$ cat src/rtl/instr_fetch_unit_pkg.sv
// Shared definitions for the fetch stage: global control-state codes, the NOP
// encoding, the fetch FSM encoding and the sequential PC increment.
package instr_fetch_unit_pkg;

  localparam logic [3:0] ST_FETCH  = 4'b0000;
  localparam logic [3:0] ST_DECODE = 4'b0001;
  localparam logic [3:0] ST_EXEC   = 4'b0010;
  localparam logic [3:0] ST_MEM    = 4'b0011;
  localparam logic [3:0] ST_PCUPD  = 4'b0100;

  localparam logic [31:0] NOP_INSTR = 32'h0000_0013;
  localparam int unsigned PC_INC    = 4;

  typedef enum logic [1:0] {
    FS_IDLE = 2'd0,
    FS_REQ  = 2'd1,
    FS_DONE = 2'd2
  } fetch_state_t;

endpackage

$ cat src/rtl/instr_fetch_unit_pc_next_calc.sv
// Combinational next-PC: sequential +4, or PC plus/minus the decoder's
// sign-magnitude immediate when the branch is taken. Flags a misaligned result.
module pc_next_calc
  import instr_fetch_unit_pkg::*;
#(
  parameter int ADDR_W = 32
) (
  input  logic [ADDR_W-1:0] pc,
  input  logic              taken,
  input  logic [11:0]       immediate,
  input  logic              negative,
  output logic [ADDR_W-1:0] next_pc,
  output logic              misalign
);

  logic [ADDR_W-1:0] offset;

  // Arithmetic wraps modulo 2^ADDR_W in both directions.
  always_comb begin
    offset = ADDR_W'(immediate);
    if (!taken)        next_pc = pc + ADDR_W'(PC_INC);
    else if (negative) next_pc = pc - offset;
    else               next_pc = pc + offset;
  end

  assign misalign = |next_pc[1:0];

endmodule

$ cat src/rtl/instr_fetch_unit.sv
// Fetch stage: owns the PC, fetches over a req/ready handshake into the IR.
// Optional build macro MISALIGN_CHECK_EN adds a sticky misalign_err output.
module instr_fetch_unit
  import instr_fetch_unit_pkg::fetch_state_t, instr_fetch_unit_pkg::FS_IDLE,
         instr_fetch_unit_pkg::FS_REQ, instr_fetch_unit_pkg::FS_DONE,
         instr_fetch_unit_pkg::NOP_INSTR;
#(
  parameter int                ADDR_W   = 32,
  parameter logic [ADDR_W-1:0] RESET_PC = 32'h0000_0000,
  parameter logic [3:0]        ST_FETCH = 4'b0000,
  parameter logic [3:0]        ST_PCUPD = 4'b0100
) (
  input  logic              clk,
  input  logic              rst_n,
  input  logic [3:0]        state,
  input  logic              branch_taken,
  input  logic [11:0]       immediate,
  input  logic              negative,
  output logic              imem_req,
  output logic [ADDR_W-1:0] imem_addr,
  input  logic              imem_ready,
  input  logic [31:0]       imem_rdata,
  output logic [31:0]       instruction,
  output logic [ADDR_W-1:0] pc,
  output logic              fetch_done,
  output logic              busy,
`ifdef MISALIGN_CHECK_EN
  output logic              misalign_err,
`endif
  output logic [1:0]        dbg_fsm
);

  // Handshake: imem_req is held with a stable imem_addr until the cycle in
  // which imem_ready is sampled high; that edge completes the transfer.
  fetch_state_t fsm_q, fsm_d;
  logic fetch_q, pcupd_q, pend_q, br_q, neg_q;
  logic [11:0] imm_q;
  logic fetch_rise, pcupd_rise, launch_ok, upd_now;
  logic calc_taken, calc_neg;
  logic [11:0] calc_imm;
  logic [ADDR_W-1:0] next_pc;
  logic misalign;

  assign fetch_rise = (state == ST_FETCH) && !fetch_q;
  assign pcupd_rise = (state == ST_PCUPD) && !pcupd_q;
  // A PC update may only land while idle so imem_addr never moves mid-request.
  assign upd_now    = (fsm_q == FS_IDLE) && (pcupd_rise || pend_q);

  assign calc_taken = pend_q ? br_q  : branch_taken;
  assign calc_imm   = pend_q ? imm_q : immediate;
  assign calc_neg   = pend_q ? neg_q : negative;

`ifdef MISALIGN_CHECK_EN
  assign launch_ok = fetch_rise && !misalign_err;
`else
  assign launch_ok = fetch_rise;
  logic misalign_unused;
  assign misalign_unused = misalign;
`endif

  pc_next_calc #(.ADDR_W(ADDR_W)) u_pc_next_calc (
    .pc        (pc),
    .taken     (calc_taken),
    .immediate (calc_imm),
    .negative  (calc_neg),
    .next_pc   (next_pc),
    .misalign  (misalign)
  );

  always_ff @(posedge clk or negedge rst_n) begin
    if (!rst_n) begin
      fsm_q   <= FS_IDLE;
      fetch_q <= 1'b0;
      pcupd_q <= 1'b0;
    end else begin
      fsm_q   <= fsm_d;
      fetch_q <= (state == ST_FETCH);
      pcupd_q <= (state == ST_PCUPD);
    end
  end

  always_comb begin
    fsm_d = fsm_q;
    case (fsm_q)
      FS_IDLE: if (launch_ok)  fsm_d = FS_REQ;
      FS_REQ:  if (imem_ready) fsm_d = FS_DONE;
      FS_DONE: fsm_d = FS_IDLE;
      default: fsm_d = FS_IDLE;
    endcase
  end

  assign imem_req   = (fsm_q == FS_REQ);
  assign fetch_done = (fsm_q == FS_DONE);
  assign busy       = (fsm_q != FS_IDLE);
  assign imem_addr  = pc;
  assign dbg_fsm    = fsm_q;

  always_ff @(posedge clk or negedge rst_n) begin
    if (!rst_n) instruction <= NOP_INSTR;
    else if (fsm_q == FS_REQ && imem_ready) instruction <= imem_rdata;
  end

  // Branch operands are captured at the ST_PCUPD edge if the update must wait.
  always_ff @(posedge clk or negedge rst_n) begin
    if (!rst_n) begin
      pend_q <= 1'b0;
      br_q   <= 1'b0;
      imm_q  <= '0;
      neg_q  <= 1'b0;
    end else if (pcupd_rise && !(fsm_q == FS_IDLE && !pend_q)) begin
      pend_q <= 1'b1;
      br_q   <= branch_taken;
      imm_q  <= immediate;
      neg_q  <= negative;
    end else if (upd_now) begin
      pend_q <= 1'b0;
    end
  end

`ifdef MISALIGN_CHECK_EN
  always_ff @(posedge clk or negedge rst_n) begin
    if (!rst_n) begin
      pc           <= RESET_PC;
      misalign_err <= 1'b0;
    end else if (upd_now) begin
      if (misalign) misalign_err <= 1'b1;
      else          pc <= next_pc;
    end
  end
`else
  always_ff @(posedge clk or negedge rst_n) begin
    if (!rst_n)       pc <= RESET_PC;
    else if (upd_now) pc <= next_pc;
  end
`endif

endmodule
$ cat config.mk
export PLATFORM = sky130hd
export DESIGN_NAME = instr_fetch_unit
export DESIGN_NICKNAME = d
export VERILOG_FILES = /design/src/rtl/instr_fetch_unit_pkg.sv /design/src/rtl/instr_fetch_unit_pc_next_calc.sv /design/src/rtl/instr_fetch_unit.sv
export SDC_FILE = /design/constraint.sdc
export NUM_CORES = 1
export LEC_CHECK = 0
export CORE_MARGIN = 4
export CORE_UTILIZATION = 48
export CTS_BUF_LIST = sky130_fd_sc_hd__clkbuf_8
export CTS_CLUSTER_DIAMETER = 30
export DETAILED_ROUTE_END_ITERATION = 8
export HOLD_SLACK_MARGIN = 0.05
export PLACE_DENSITY = 0.8
export SETUP_SLACK_MARGIN = 0.3
export SYNTH_ARGS = -nofsm -noshare
export SYNTH_HDL_FRONTEND = slang
export SYNTH_HIERARCHICAL = 1
export SYNTH_SLANG_ARGS = --single-unit
export TNS_END_PERCENT = 10
$ cat constraint.sdc
create_clock -name clk -period 4.2 [get_ports clk]
set_input_delay 1.05 -clock clk [delete_from_list [all_inputs] [get_ports clk]]
set_output_delay 1.05 -clock clk [all_outputs]
set_load 0.005 [all_outputs]
Yosys cells after proc, flatten, opt, wreduce, memory -nomap -nowiden
Index checks and enable logic that the tools add are counted.
{ "classes": {"add_sub_neg": 3, "eq_ne": 5, "n_mux": 10, "n_reduce_logical": 16} }
{ "ops": {"columns": ["operator", "n"], "rows": [
  ["two-way mux 32 bit", 2],
  ["adder 32 x 12 -> 32 bit", 1],
  ["adder 32 x 3 -> 32 bit (second input constant)", 1],
  ["subtractor 32 x 12 -> 32 bit", 1],
  ["two-way mux 12 bit", 1],
  ["logical AND 1 bit", 6],
  ["== test 4 x 3 -> 1 bit (second input constant)", 1],
  ["logical NOT 1 bit", 4],
  ["logical NOT 4 bit", 1],
  ["two-way mux 1 bit", 4],
  ["two-way mux 2 bit", 2],
  ["case mux 2 bit (2 select lines)", 1],
  ["nonzero test 2 bit", 2],
  ["== test 2 x 1 -> 1 bit (second input constant)", 1],
  ["== test 2 bit (second input constant)", 1],
  ["logical NOT 2 bit", 1],
  ["inequality test 2 x 1 -> 1 bit (second input constant)", 1],
  ["inequality test 2 bit (second input constant)", 1],
  ["AND reduction 2 bit", 1],
  ["logical OR 1 bit", 1]
]} }
{ "totals": {"reg_bits": 83, "inputBits": 53, "output_inout_bits": 101, "wordCells": 43} }

Logic depth before layout (Yosys ltp)
Gate-level depths: netlist of run 1.
{ "depth": {"ltp_word": 6, "mapped_depth": 18, "ltp_nobuf": 16} }

Hierarchy
The synthesis of run 1 kept the hierarchy.
{ "modules_own_cells": {"columns": ["mod", "n_inst", "cells_each", "area_each_um2", "seq_area_each_um2"], "rows": [
  ["instr_fetch_unit", 1, 283, 3880.0, 2080.7],
  ["pc_next_calc", 1, 447, 3029.2, 0.0]
]} }

Least setup slack after synthesis of run 1
No wires, ideal clock.
{ "synth_path": {"path_type": "input-to-reg", "startpoint": "input immediate[0]", "endpoint": "register pc[30] (netlist: imem_addr[30])", "setup_time_ps": 120, "arrival_time_ps": 4210, "required_ps": 4080, "slack_ps": -130, "path_stages": 17, "path_buffers": 1, "path_cell_list": "mux2_2 inv_1 ha_1 and3_1 clkbuf_1 nor2_1 xnor2_1 ha_1 and3_4 or4_4 o21a_1 o31ai_2 a21oi_1 o21ai_1 nor4b_2 nor3_1 a31o_2"} }
{ "synth_via": {"elab_chain_len": 4, "word_cells_on_any_way": 5} }
{ "synth_lines": {"columns": ["element", "line", "source"], "rows": [
  ["from (decl)", "instr_fetch_unit.sv:17", "input logic [11:0] immediate,"],
  ["two-way mux 12 bit *", "instr_fetch_unit.sv:50", "assign calc_imm = pend_q ? imm_q : immediate;"],
  ["adder 32 x 12 -> 32 bit or subtractor 32 x 12 -> 32 bit (tied branches)", "instr_fetch_unit_pc_next_calc.sv:23, instr_fetch_unit_pc_next_calc.sv:22", null],
  ["two-way mux 32 bit *", "instr_fetch_unit_pc_next_calc.sv:22", "else if (negative) next_pc = pc - offset;"],
  ["two-way mux 32 bit *", "instr_fetch_unit_pc_next_calc.sv:21", "if (!taken) next_pc = pc + ADDR_W'(PC_INC);"],
  ["net next_pc[30]", "instr_fetch_unit.sv:41", "logic [ADDR_W-1:0] next_pc;"],
  ["to (signal assigned)", "instr_fetch_unit.sv:133", "else if (upd_now) pc <= next_pc;"],
  ["to (decl)", "instr_fetch_unit.sv:24", "output logic [ADDR_W-1:0] pc,"]
]} }
Mark *: on every way through the listed nets, which the timed path passes. The rest lies on a longest branch.
A chain may end at the register's enable or synchronous reset.

Worst setup path in the final report of run 1
{ "layout_path": {"startpoint": "input immediate[0]", "endpoint": "register pc[24] (netlist: imem_addr[24])"} }
{ "layout_via": {"elab_chain_len": 4, "word_cells_on_any_way": 5} }
{ "layout_lines": {"columns": ["element", "line", "source"], "rows": [
  ["two-way mux 12 bit *", "instr_fetch_unit.sv:50", null],
  ["net calc_imm[0]", "instr_fetch_unit.sv:40", "logic [11:0] calc_imm;"],
  ["adder 32 x 12 -> 32 bit or subtractor 32 x 12 -> 32 bit (tied branches)", "instr_fetch_unit_pc_next_calc.sv:23, instr_fetch_unit_pc_next_calc.sv:22", null],
  ["two-way mux 32 bit *", "instr_fetch_unit_pc_next_calc.sv:22", null],
  ["two-way mux 32 bit *", "instr_fetch_unit_pc_next_calc.sv:21", null],
  ["net next_pc[24]", "instr_fetch_unit.sv:41", null]
]} }
Marked as above.

==> results of run 1 <==
## routing by layer
metal	global-route usage (%)	vias up	wire length (um)
met1	33.2	3274	9110
li1	-	3128	-
met5	0	-	0
met3	7.12	53	1770
met2	45.3	302	10400
met4	11.7	0	672
## power breakdown
group	internal, mW	switching (mW)	leakage (nW)
registers	1.08	0.446	1.04
logic	2.33	1.66	3.41
clock network	0.243	0.358	0.0994
## stage by stage
stage / hold slack, ns / utilization, % / power (mW) / setup TNS [ns] / setup WS (ns)
floorplan: 0.475 / - / 3.54 / -0.311 / -0.0785
global placement: 0.482 / 65.4 / 5.14 / -9.54 / -0.615
detailed placement: 0.492 / 65.4 / 5.23 / -11.52 / -0.744
CTS: 0.516 / 68.6 / 5.97 / 0 / 0.127
global route: 0.526 / 69.4 / 6.55 / -0.00116 / -0.00116
finish: 0.512 / 69.4 / 6.12 / 0 / 0.104
## worst min path at each step
stage	start	slack (ns)	end	cells after the start
detailed placement	imm_q[8]$_DFFE_PN0P_	0.49	imm_q[8]$_DFFE_PN0P_	1
global route	instruction[22]$_DFFE_PN0P_	0.53	instruction[22]$_DFFE_PN0P_	1
CTS	instruction[22]$_DFFE_PN0P_	0.52	instruction[22]$_DFFE_PN0P_	1
finish	instruction[22]$_DFFE_PN0P_	0.51	instruction[22]$_DFFE_PN0P_	1
floorplan	br_q$_DFFE_PN0P_	0.47	br_q$_DFFE_PN0P_	1
global placement	br_q$_DFFE_PN0P_	0.48	br_q$_DFFE_PN0P_	1
## state kept, by name, summed over array words and instances, names as in the netlist
name	count
neg_q	1
dbg_fsm	2
pend_q	1
instruction	32
imem_addr	32
pcupd_q	1
fetch_q	1
imm_q	12
br_q	1
## final cells by class
type,count,area [um^2]
inverter,14,52.6
clock inverter,6,55.1
sequential,83,2080
timing repair buffer,286,2490
clock buffer,10,138
multi-input combinational,560,4670
fill,1074,4280
tap,180,225
## repair_timing
item                                    in CTS  in global routing
resized for setup                           86                 23
buffers inserted                             9                  1
endpoints found under the setup margin      25                 19
pin swaps                                   26                 25
cloned                                       1                  0
## critical path: stages
cell and delay (ns):
buf_2 0.10, mux2_4 0.30, inv_2 0.08, ha_4 0.15, and3_4 0.21, nor2_1 0.06, xnor2_1 0.13, ha_1 0.31
and3_4 0.19, or4_4 0.52, o211ai_4 0.25, a31oi_4 0.14, a31oi_4 0.23, o21ai_0 0.14, xnor2_1 0.19, mux2i_1 0.10
a31o_2 0.23
==> flow_summary.toml, run 1 <==
[run_status]
status = "finished clean"

[place]
numPortBuffers = 153
dp.cells = 1112
dpl-instance-area_um2 = 9150
dp.final_hpwl_mm = 15.3
globalplace.congestion = 0.928

[sta]
skew_ns = 0.0247
period_needed_ns = 4.10
period_share_pct = 97.5
slew_violations = 0
setup_viol = 0
max_freq_mhz = 244
rsz0062_at_grt = "yes"
worst_pin_slew_ns = 0.800
relSlewSlack_pct = 46.7
hold_violations = 0

[route]
remaining_drc_errors = 0
firstDrtPassIters = 8
postRouteAntennaNets = 0
routed_wl_mm = 22.0
wl_per_cell_um = 19.3
drt_iter0_markers = 586
route.vias.total = 6757
vias_per_cell = 5.93

[global_routing]
grt_max_degree = 51
grt_pass1_vias = 6986
grt_pass1_wl_mm = 35.5
track_usage_pct = 27.2
antenna_found_initial = 0
gr-total-overflow = 0

[power]
p_leak_nw = 4.54
power_per_cell_area_nw_per_um2 = 631
ir_drop_mv = 0.337

[clock_tree]
hold_buffers = 0
clock_latency_ns = 0.40
cts_tree = "yes"
cts_max_level = 3
cts_root_buf = "clkbuf_8"
cts_buffer_depth = 2
clock-sinks = 83
cts_buffers = 9
clkTransAtPathRegs_ns = 0.10

[worst_setup_path]
start_kind = "input port"
reg2reg_depth = 16
end_kind = "flip-flop"
critPathRequiredTime_ns = 4.48
worst-path-max-fanout = 4
critPathKind = "in -> reg"
worstPathArrival_ns = 4.37
rr_endpoint = "imem_addr[24]$_DFFE_PN0P_"
r2r-start = "pend_q$_DFFE_PN0P_"
startpoint = "immediate[0]"
endpoint = "imem_addr[24]$_DFFE_PN0P_"
rrSetupSlack_ns = 0.16

[cells_and_area]
final_cells = 1139
layout-drive-gt1-share_pct = 34.1
area_growth_pct = 40.7
layout.nets = 1044
mostFrequentLayoutCell = "clkdlybuf4s50_1"
layout_common_cells = "clkdlybuf4s50_1 (140), buf_4 (134), dfrtp_1 (79)"
diodes = 0
stdcell_area_um2 = 9710

[flow_run]
cap_violations = 0

[die]
initial_utilization_pct = 49.3
core_region_area_um2 = 14000
die_y_um = 128
io_pins = 154
die_w_um = 128
num_rows = 43
die_area_um2 = 16400

[yosys]
syn-num-nets = 819
ys_warn_count = 6
synth_cells = 729
synth.cell_area_um2 = 6900
avgSynthCellArea_um2 = 9.47

[worst_hold_path]
hold_class = "reg -> reg"
Note: power is estimated with default switching activity, not from simulation.
==> run 2: changes to the inputs <==
- CTS_CLUSTER_SIZE: default -> 30
- SKIP_CTS_REPAIR_TIMING: default -> 1
==> run 2 against run 1 <==
Against the previous run:
- global-route usage down 1.4 points
- clock power down 0.7%
- total power up 1.1%
- critical path depth down 2
- die area unchanged
- worst hold slack about the same
- wire length up 2.7%
- first-iteration DRC count down 13%
- cell area up 1.3%
- sequential share of layout area down 0.28 points
==> flow_summary.toml, run 2 (same netlist as run 1, synthesis figures left out) <==
[run_status]
status = "finished clean"

[sta]
relSlewSlack_pct = 43.0
slew_violations = 0
skew_ns = 0.0213
rsz0062_at_grt = "yes"
worst_pin_slew_ns = 0.855
max_freq_mhz = 243
timing.final.ws_setup_ns = 0.0847
period_needed_ns = 4.12
setup_viol = 0
hold_violations = 0
period_share_pct = 98.0

[cells_and_area]
layout-drive-gt1-share_pct = 34.3
final_core_util_pct = 70.3
area_growth_pct = 42.5
mostFrequentLayoutCell = "clkdlybuf4s50_1"
layout.nets = 1042
layout_common_cells = "clkdlybuf4s50_1 (140), buf_4 (126), dfrtp_1 (79)"
final_cells = 1138

[worst_hold_path]
hold_class = "reg -> reg"
hold_end = "instruction[22]$_DFFE_PN0P_"
hold_path_depth = 1
hp-start = "instruction[22]$_DFFE_PN0P_"

[clock_tree]
cts_max_level = 3
cts_root_buf = "clkbuf_8"
clock_latency_ns = 0.39
clkTransAtPathRegs_ns = 0.11
cts_tree = "yes"
cts_buffers = 9
clock-sinks = 83
cts_buffer_depth = 2

[die]
die_area_um2 = 16400
num_rows = 43
initial_utilization_pct = 49.3
io_pins = 154
die_y_um = 128
core_region_area_um2 = 14000
die_w_um = 128

[worst_setup_path]
rrSetupSlack_ns = 0.13
worst-path-max-fanout = 4
r2r-start = "pend_q$_DFFE_PN0P_"
end_kind = "flip-flop"
reg2reg_depth = 14
critPathRequiredTime_ns = 4.50
rr_endpoint = "imem_addr[31]$_DFFE_PN0P_"
critPathKind = "in -> reg"
start_kind = "input port"
worstPathArrival_ns = 4.41

[route]
vias_per_cell = 5.97
wl_per_cell_um = 19.8
remaining_drc_errors = 0
drt_iter0_markers = 511
routed_wl_mm = 22.6
firstDrtPassIters = 8
postRouteAntennaNets = 0
route.vias.total = 6799

[power]
ir_drop_mv = 0.336
power_per_cell_area_nw_per_um2 = 629
p_leak_nw = 4.63

[place]
dp.cells = 1112
dp.final_hpwl_mm = 15.3
pre_cts_ws_ns = -0.744
globalplace.congestion = 0.928
numPortBuffers = 153

[global_routing]
grt_max_degree = 51
track_usage_pct = 25.8
grt_pass1_vias = 6723
gr-total-overflow = 0
antenna_found_initial = 1
grt_pass1_wl_mm = 33.8

[flow_run]
cap_violations = 0
==> run 2: layout make-up <==
| type | instances | area, um^2 |
|---|---|---|
| Inverter | 14 | 55.1 |
| Clock inverter | 6 | 55.1 |
| Timing Repair Buffer | 284 | 2550 |
| Sequential cell | 83 | 2080 |
| Antenna cell | 1 | 2.50 |
| Clock buffer | 10 | 138 |
| Fill cell | 1043 | 4150 |
| Multi-Input combinational cell | 560 | 4730 |
| Tap cell | 180 | 225 |
==> run 2: how the worst max path moves through the flow <==
| stage | from | end | slack [ns] | cells after the start |
|---|---|---|---|---|
| floorplan | immediate[6] | imem_addr[31]$_DFFE_PN0P_ | -0.08 | 15 |
| global placement | immediate[0] | imem_addr[30]$_DFFE_PN0P_ | -0.61 | 17 |
| detailed placement | immediate[2] | imem_addr[27]$_DFFE_PN0P_ | -0.74 | 18 |
| CTS | immediate[2] | imem_addr[27]$_DFFE_PN0P_ | -0.35 | 18 |
| global route | immediate[5] | imem_addr[29]$_DFFE_PN0P_ | -0.05 | 19 |
| finish | immediate[9] | imem_addr[31]$_DFFE_PN0P_ | 0.08 | 15 |
==> run 2: critical path, stage by stage <==
cell	delay, ns
buf_6	0.09
mux2_4	0.28
nor4_4	0.29
buf_4	0.19
a21oi_2	0.07
xnor2_1	0.21
ha_1	0.31
and3_1	0.24
a32o_1	0.34
o21ai_4	0.29
a21oi_4	0.12
o31a_1	0.34
o211ai_1	0.25
xnor2_1	0.13
a31o_2	0.21
==> run 2: per-stage QoR <==
step	power [mW]	instance area (um^2)	hold slack, ns	setup TNS, ns
finish	6.19	9840	0.512	0
global route	6.60	9840	0.526	-0.0800
CTS	5.86	9350	0.516	-2.77
detailed placement	5.23	9150	0.492	-11.52
global placement	5.14	9150	0.482	-9.54
floorplan	3.54	6930	0.475	-0.311
==> run 2: power by group <==
group          total (mW)  internal [mW]  switching, mW
Clock               0.597          0.243          0.354
Sequential           1.53           1.08          0.448
Combinational        4.06           2.36           1.71
Total                6.19           3.68           2.51
==> run 2: layer usage <==
layer / wire [um] / track usage [%]
met1: 9380 / 31.8
met2: 10800 / 43.4
met3: 1740 / 6.42
met4: 677 / 10.2
met5: 0 / 0
==> run 3: changes to the inputs <==
- CORE_UTILIZATION: 48 -> 50
- CTS_CLUSTER_SIZE: 30 -> 10
- PLACE_DENSITY: 0.8 -> 0.79
- SLEW_MARGIN: default -> 20
- clock period: 4.2 -> 4.5 ns (I/O delays scaled with it)
==> run 3 against run 2 <==
Against the previous run:
- clock skew rose by 0.0030 ns
- sequential share of layout area rose by 0.42 points
- combinational power fell by 8.9%
- global-route usage rose by 2.5 points
- wire length rose by 1.2%
- critical endpoint is now imem_addr[30]$_DFFE_PN0P_
- final cell count fell by 1.3%
- largest power group unchanged
- first-iteration DRC count rose by 1.4%
==> flow_summary.toml, run 3 (same netlist as run 1, synthesis figures left out) <==
[worst_setup_path]
start_kind = "input port"
worst-path-max-fanout = 4
slowest_stage = "or4_4"
path_common_cell = "nor2_4"
crit_chain = "dlymetal6s2s_1 -> mux2_4 -> nor2_4 -> and3_4 -> nor2_4 -> xnor2_2 -> ha_1 -> a21o_1 -> or4_4 -> o21a_4 -> o31ai_4 -> a21oi_4 -> o21ai_2 -> nor4b_4 -> nor3_2 -> a31o_2"
rrSetupSlack_ns = 0.37
critPathRequiredTime_ns = 4.80
end_kind = "flip-flop"
worstPathArrival_ns = 4.55
critPathKind = "in -> reg"
critical-path-top-delay-family = "compound AO/OA/AOI/OAI gates"
critical_path.max_stage_delay_ns = 0.52
crit_buf_inv = 1

[route]
postRouteAntennaNets = 0
remaining_drc_errors = 0
drt_iter0_markers = 518
vias_per_cell = 6.00
firstDrtPassIters = 5
wl_per_cell_um = 20.4
route.vias.total = 6739
routed_wl_mm = 22.9

[clock_tree]
cts_root_buf = "clkbuf_8"
cts_tree = "yes"
cts_buffers = 9
clock-sinks = 83
cts_buffer_depth = 2
cts_max_level = 3
clkTransAtPathRegs_ns = 0.12
clock_latency_ns = 0.39

[sta]
period_needed_ns = 4.25
slew_violations = 0
rsz0062_at_grt = "yes"
skew_ns = 0.0244
max_freq_mhz = 235
worst_pin_slew_ns = 0.841
period_share_pct = 94.5
timing.final.ws_setup_ns = 0.247
relSlewSlack_pct = 43.9
hold_violations = 0
setup_viol = 0
setup_tns_ns = 0

[cells_and_area]
mostFrequentLayoutCell = "clkdlybuf4s50_1"
layout-drive-gt1-share_pct = 31.6
diodes = 0
layout.nets = 1032
layout_common_cells = "clkdlybuf4s50_1 (141), buf_4 (122), dfrtp_1 (79)"
area_growth_pct = 39.8

[place]
dp.final_hpwl_mm = 16.4
numPortBuffers = 153
pre_cts_ws_ns = -0.550
globalplace.congestion = 0.931

[power]
pwr-share-comb_pct = 64.9
clkPwrFrac_pct = 9.9
seqPwrFrac_pct = 25.3
p_leak_nw = 4.57
power_per_cell_area_nw_per_um2 = 591
switchingPower_mw = 2.33
total_power_mw = 5.70
ir_drop_mv = 0.381
p_int_mw = 3.37
switching_share_pct = 40.8

[global_routing]
track_usage_pct = 28.3
gr-total-overflow = 0
antenna_found_initial = 0
grt_pass1_wl_mm = 36.3
grt_max_degree = 67
grt_pass1_vias = 6893

[die]
core_region_area_um2 = 13400
num_rows = 42
io_pins = 154
die_w_um = 125
die_y_um = 125
initial_utilization_pct = 51.5
die_area_um2 = 15700

[flow_run]
cap_violations = 0

[worst_hold_path]
hold_class = "reg -> reg"

[run_status]
status = "finished clean"
## run 3: cell count changes in the layout (fill, tap and decap cells not counted), moves of 3 or more
cell / change
nand2_1: +3
a21oi_4: -3
nand2_2: -3
buf_4: -4
dlymetal6s2s_1: +3
buf_6: -7
o21ai_0: +3
a21oi_1: +4
## run 3: power by group through the flow
stage | Combinational [mW] | Sequential (mW) | Clock (mW)
floorplan | 1.97 | 1.33 | 0
global placement | 3.40 | 1.41 | 0
detailed placement | 3.45 | 1.44 | 0
CTS | 3.49 | 1.43 | 0.575
global route | 4.01 | 1.49 | 0.605
finish | 3.70 | 1.44 | 0.562
## run 3: worst reg2reg max path, delay by kind of cell, from the launching register on
| kind | cells | cell delay, ns |
|---|---|---|
| xor gates and xnor gates | 1 | 0.09 |
| AOI/OAI and AO/OA | 6 | 1.13 |
| muxes | 2 | 0.46 |
| and+or+nand+nor | 4 | 0.83 |
| adders and majority gates | 2 | 0.53 |
| buffers and inverters | 2 | 0.39 |
| DFF | 1 | 0.60 |
## run 3: worst paths after layout
path                                            start                          to  depth (start not counted)
min reg2reg                instruction[5]$_DFFE_PN0P_  instruction[5]$_DFFE_PN0P_                          1
max reg2reg                        pend_q$_DFFE_PN0P_   imem_addr[31]$_DFFE_PN0P_                         17
min                        instruction[5]$_DFFE_PN0P_  instruction[5]$_DFFE_PN0P_                          1
max in group asynchronous                       rst_n   imem_addr[21]$_DFFE_PN0P_                          2
max                                      immediate[5]   imem_addr[30]$_DFFE_PN0P_                         16
min in group asynchronous                       rst_n    imem_addr[1]$_DFFE_PN0P_                          1
## run 3: area by class of cell
class                           count  area [um^2]
Inverter                           14         52.6
Multi-Input combinational cell    559         4610
Clock inverter                      7         78.8
Timing Repair Buffer              275         2480
Fill cell                        1010         3750
Tap cell                          176          220
Clock buffer                        9          124
Sequential cell                    83         2080
## run 3: metrics by stage
stage | area (um^2) | hold WS (ns) | util, % | std cells
floorplan | 6930 | 0.475 | - | 729
global placement | 9100 | 0.485 | 67.9 | 1100
detailed placement | 9100 | 0.489 | 67.9 | 1100
CTS | 9300 | 0.521 | 69.4 | 1116
global route | 9650 | 0.542 | 72.0 | 1123
finish | 9650 | 0.518 | 72.0 | 1123
## run 3: routing by layer
metal / vias up / GRT usage [%] / share of wire [%]
met1: 3257 / 37.3 / 42
met4: 0 / 10.3 / 2.6
li1: 3102 / - / -
met3: 50 / 5.71 / 8.1
met2: 330 / 46.3 / 48
met5: - / 0 / 0
